File: src/rtl/axis_pkg.sv
// axis_pkg: shared framer state, default widths and tkeep width helper
package axis_pkg;
  typedef enum logic {ST_IDLE, ST_IN_FRAME} framer_state_e;
  localparam int DEF_DATA_WIDTH = 8;
  localparam int DEF_LEN_WIDTH = 16;
  function automatic int keep_width(input int dw);
    return (dw + 7) / 8;
  endfunction
endpackage

File: src/rtl/axis_skid_buffer.sv
// axis_skid_buffer: output register plus one skid entry, registered s_ready
module axis_skid_buffer #(
  parameter int W = 8
) (
  input  logic         clk,
  input  logic         rst,
  input  logic [W-1:0] s_data,
  input  logic         s_valid,
  output logic         s_ready,
  output logic [W-1:0] m_data,
  output logic         m_valid,
  input  logic         m_ready
);
  logic [W-1:0] skid_q;
  logic         skid_valid;
  logic         accept;
  assign accept = s_valid & s_ready;
  // refill the output from skid first, else straight from the input; park in skid only when output is stalled
  always_ff @(posedge clk) begin
    if (rst) begin
      m_data     <= '0;
      m_valid    <= 1'b0;
      skid_q     <= '0;
      skid_valid <= 1'b0;
      s_ready    <= 1'b0;
    end else if (!m_valid || m_ready) begin
      m_valid    <= skid_valid | accept;
      m_data     <= skid_valid ? skid_q : accept ? s_data : m_data;
      skid_valid <= 1'b0;
      s_ready    <= 1'b1;
    end else if (accept) begin
      skid_q     <= s_data;
      skid_valid <= 1'b1;
      s_ready    <= 1'b0;
    end
  end
endmodule

File: src/rtl/axis_framer.sv
// axis_framer: frames an AXIS sample stream, tlast every frame_len beats or on upstream tlast
module axis_framer
  import axis_pkg::*;
#(
  parameter int DATA_WIDTH = DEF_DATA_WIDTH,
  parameter int KEEP_WIDTH = keep_width(DATA_WIDTH),
  parameter int LEN_WIDTH  = DEF_LEN_WIDTH,
  parameter int CNT_WIDTH  = 16
) (
  input  logic                  clk,
  input  logic                  rst,
  input  logic [DATA_WIDTH-1:0] s_axis_tdata,
  input  logic [KEEP_WIDTH-1:0] s_axis_tkeep,
  input  logic                  s_axis_tvalid,
  output logic                  s_axis_tready,
  input  logic                  s_axis_tlast,
  output logic [DATA_WIDTH-1:0] m_axis_tdata,
  output logic [KEEP_WIDTH-1:0] m_axis_tkeep,
  output logic                  m_axis_tvalid,
  input  logic                  m_axis_tready,
  output logic                  m_axis_tlast,
  input  logic [LEN_WIDTH-1:0]  frame_len,
  output logic [CNT_WIDTH-1:0]  frame_count,
  output logic                  in_frame
);
  localparam int W = DATA_WIDTH + KEEP_WIDTH + 1;
  framer_state_e        state;
  logic [LEN_WIDTH-1:0] cnt, len_q, eff_len, cnt_inc;
  logic                 accept, last;
  logic [W-1:0]         out_word;
  assign accept = s_axis_tvalid & s_axis_tready;
  assign in_frame = state == ST_IN_FRAME;
  assign {m_axis_tlast, m_axis_tkeep, m_axis_tdata} = out_word;
  // a zero length is treated as one-beat frames; last is decided on the input side
  always_comb begin
    eff_len = frame_len == '0 ? LEN_WIDTH'(1) : frame_len;
    cnt_inc = cnt + LEN_WIDTH'(1);
    last    = s_axis_tlast | (state == ST_IDLE ? eff_len == LEN_WIDTH'(1) : cnt_inc == len_q);
  end
  // framing FSM: length latched on the first beat, beat counter and completed-frame counter
  always_ff @(posedge clk) begin
    if (rst) begin
      state       <= ST_IDLE;
      cnt         <= '0;
      len_q       <= '0;
      frame_count <= '0;
    end else if (accept) begin
      if (state == ST_IDLE) len_q <= eff_len;
      cnt         <= last ? '0 : state == ST_IDLE ? LEN_WIDTH'(1) : cnt_inc;
      state       <= last ? ST_IDLE : ST_IN_FRAME;
      frame_count <= last ? frame_count + CNT_WIDTH'(1) : frame_count;
    end
  end
  axis_skid_buffer #(.W(W)) u_skid (
    .clk     (clk),
    .rst     (rst),
    .s_data  ({last, s_axis_tkeep, s_axis_tdata}),
    .s_valid (s_axis_tvalid),
    .s_ready (s_axis_tready),
    .m_data  (out_word),
    .m_valid (m_axis_tvalid),
    .m_ready (m_axis_tready)
  );
endmodule

File: config.mk
export PLATFORM = sky130hd
export DESIGN_NAME = axis_framer
export DESIGN_NICKNAME = d
export VERILOG_FILES = /design/src/rtl/axis_pkg.sv /design/src/rtl/axis_skid_buffer.sv /design/src/rtl/axis_framer.sv
export SDC_FILE = /design/constraint.sdc
export NUM_CORES = 1
export LEC_CHECK = 0
export CORE_MARGIN = 5
export CORE_UTILIZATION = 58
export DETAILED_ROUTE_END_ITERATION = 8
export GPL_ROUTABILITY_DRIVEN = 0
export PLACE_DENSITY = 0.89
export SYNTH_ARGS = -nofsm -noshare
export SYNTH_HDL_FRONTEND = slang
export SYNTH_SLANG_ARGS = --single-unit
File: constraint.sdc
create_clock -name clk -period 5.85 [get_ports clk]
set_input_delay 0.8775 -clock clk [delete_from_list [all_inputs] [get_ports clk]]
set_output_delay 0.8775 -clock clk [all_outputs]
set_load 0.005 [all_outputs]
==> flow_summary.ini <==
[outcome]
status = finished clean

[logic_synthesis]
yosysTopAreaCell = dfxtp_1
synth_enable_flop_cells = 0
synth-async-reset-ratio = 0
ys_warn_count = 0
ys_types = 60
ys_top_cells_by_area = dfxtp_1 38%, nand2_1 6.7%, a21oi_1 4.5%
synth.avg_cell_area_um2 = 8.237
ys_seq_area_frac = 0.3780
synth_fp_nets = 495
synthesis.area_um2 = 3814
yosysMostFrequentCell = dfxtp_1
synth-main-ff-cell = dfxtp_1
yosysTopAreaCellShare = 0.3780
synth_common_cells = 72 x dfxtp_1, 68 x nand2_1, 42 x nor2_1
ys_ff_latch = 72
syn_inst = 463

[power_and_ir_drop]
p_leak_nw = 1.568
ir_drop_mv = 0.1705
p_clk_frac = 0.382
switching_share = 0.2576
sequentialPowerShare = 0.510
p_per_area_nw_per_um2 = 223.1
power.total_mw = 1.012
power.internal_mw = 0.7511
pwr-share-comb = 0.108
switching_power_mw = 0.2606

[routing]
vias_per_cell = 6.116
wl_per_cell_um = 16.29
ant_nets = 0
dr.pass1.iters = 5
dr.first_iter.drc_count = 281
drt-total-wl_um = 9544
vias = 3584
drc = 0

[sta]
hold_viol = 0
finalSetupViolCount = 0
tightest_slew_ps = 1154
slew_viol_final = 0
min_period_ps = 3354
fmax_mhz = 298.1
rsz0062_at_grt = no
fin_crit_sh = 0.5733
relSlewSlack = 0.2279
setup_tns_ps = 0
fin_skew_ps = 13.95
holdWs_ps = 457.7

[setup_path]
critPathLaunchType = register
end_kind = register
rr_startpoint = cnt[0]$_SDFFE_PP0P_
crit_buf_inv = 0
required_ps = 6090
max_stage_delay_ps = 950
timing.reg2reg.worst_path_depth = 9
arrival_ps = 3590
ff2ff_setup_slack_ps = 2500
crit_cells = 9
crit_slowest_cell = a211oi_4
path_cells = ha_1 > and3_1 > nand4_4 > mux2i_1 > nand2_1 > and4bb_4 > a211oi_4 > nor3_1 > mux2_2
critical_path.max_fanout = 28
reg2reg_to = frame_count[10]$_SDFFE_PP0P_
crit_type = register to register
critPathLaunch = cnt[0]$_SDFFE_PP0P_
crit_family = simple AND/OR/NAND/NOR gates
cp-endpoint = frame_count[10]$_SDFFE_PP0P_

[die]
fp.coreArea_um2 = 6386
io-pin-count = 59
num_rows = 29
die_h_um = 91.09
die_w_um = 91.09
die_area_um2 = 8297
start_util = 0.5972

[finish]
syn2layout_area_growth_pct = 18.93
drive_gt1_frac = 0.08448
finish.utilization = 0.7102
diodes = 0
stdcell_area_um2 = 4536
final_nets = 537

[global_route]
antenna_found_initial = 0
grt_max_degree = 77
grt.overflow.total = 0
grt_pass1_vias = 3430
grt_pass1_wl_um = 15960
grt_use_total = 0.2314

[clock_tree]
clk_pin_slew_ps = 80
post_cts_buffers = 0
cts_resized = 0
cts.htree.levels = 3
cts_tree = yes
cts.hold.buffers_added = 0
cts_buffers = 9
clk_path_buf_depth = 2
cts_sinks = 72
clockRootBuffer = clkbuf_8
clk_latency_ps = 360

[job]
maxCapViolations = 0

[placed_design]
place_hpwl_um = 6759
portBuffers = 58
place_area_um2 = 4349

[min_path]
hp-class = register to register
-- cell usage in the layout (no fill, tap or decap), drive strengths merged, types with 3 or more instances in the layout --
cell,Yosys,final
and2,3,3
o21ai,16,16
a22oi,11,11
mux2,6,6
a211oi,13,13
o41ai,3,3
buf,17,4
nand3b,3,3
clkbuf,13,10
nand2b,6,6
or4,3,3
inv,6,6
or3,5,5
a31oi,6,6
nand2,68,68
nand4b,3,3
xor2,11,11
clkdlybuf4s50,0,57
xnor2,11,11
mux2i,13,13
nor4,6,6
nand4,13,13
nor2,45,45
nor2b,9,9
dfxtp,72,72
nand3,17,17
and3,8,8
nor3,14,14
and4,5,5
a21oi,36,36
-- sequential cells by signal, summed over array words and instances, names as in the netlist --
signal	cells
u_skid.skid_q	10
u_skid.skid_valid	1
frame_count	16
u_skid.s_ready	1
cnt	16
u_skid.m_valid	1
len_q	16
in_frame	1
u_skid.m_data	10
-- metrics by stage --
| stage | setup WS (ps) | std cells |
|---|---|---|
| floorplan | 3343 | 463 |
| global placement | 2647 | 571 |
| detailed placement | 2507 | 571 |
| CTS | 2527 | 586 |
| global route | 2260 | 586 |
| finish | 2496 | 586 |
-- worst reg2reg max path, stage by stage, from the launching register on --
cell and delay (ps):
dfxtp_1 460, ha_1 310, and3_1 330, nand4_4 180
mux2i_1 200, nand2_1 100, and4bb_4 220, a211oi_4 950
nor3_1 160, mux2_2 320
-- worst min-delay path by stage --
stage | startpoint | end | slack [ps] | cells after the start
after floorplan | u_skid.skid_q[0]$_SDFFE_PP0P_ | u_skid.skid_q[0]$_SDFFE_PP0P_ | 440 | 2
after global placement | u_skid.skid_q[2]$_SDFFE_PP0P_ | u_skid.skid_q[2]$_SDFFE_PP0P_ | 440 | 2
after detailed placement | u_skid.skid_q[1]$_SDFFE_PP0P_ | u_skid.skid_q[1]$_SDFFE_PP0P_ | 450 | 2
after CTS | u_skid.skid_q[1]$_SDFFE_PP0P_ | u_skid.skid_q[1]$_SDFFE_PP0P_ | 460 | 2
after global routing | u_skid.skid_q[0]$_SDFFE_PP0P_ | u_skid.skid_q[0]$_SDFFE_PP0P_ | 480 | 2
final | u_skid.skid_q[1]$_SDFFE_PP0P_ | u_skid.skid_q[1]$_SDFFE_PP0P_ | 460 | 2
-- layer usage --
| metal | track usage | share of wire |
|---|---|---|
| met1 | 0.3023 | 0.42 |
| met2 | 0.3672 | 0.47 |
| met3 | 0.05207 | 0.082 |
| met4 | 0.09902 | 0.020 |
| met5 | 0 | 0 |
-- area by class of cell --
cell class | count | area (um2)
Multi-Input combinational cell | 355 | 2191
Fill cell | 489 | 1851
Tap cell | 77 | 96.34
Inverter | 6 | 22.52
Sequential cell | 72 | 1441
Timing Repair Buffer | 61 | 598.1
Clock buffer | 10 | 127.6
Clock inverter | 5 | 58.81
-- power groups by stage --
stage / sequential [mW] / clock, mW / combinational, mW
CTS: 0.516 / 0.385 / 0.109
detailed placement: 0.527 / 0 / 0.108
global placement: 0.526 / 0 / 0.105
global route: 0.518 / 0.410 / 0.120
finish: 0.516 / 0.387 / 0.109
floorplan: 0.523 / 0 / 0.0613
-- cells by family (layout without fill, tap and decap cells) --
logic type | after synthesis | in the layout | synth area share
AOI/OAI and AO/OA | 98 | 98 | 0.1713
muxes | 19 | 19 | 0.05380
adders and majority gates | 2 | 2 | 0.006561
xor gates and xnor gates | 23 | 23 | 0.05643
buffers and inverters | 36 | 82 | 0.04757
and+or+nand+nor | 213 | 213 | 0.2864
DFF | 72 | 72 | 0.3780
No activity file was read; power rests on OpenSTA's default activity.
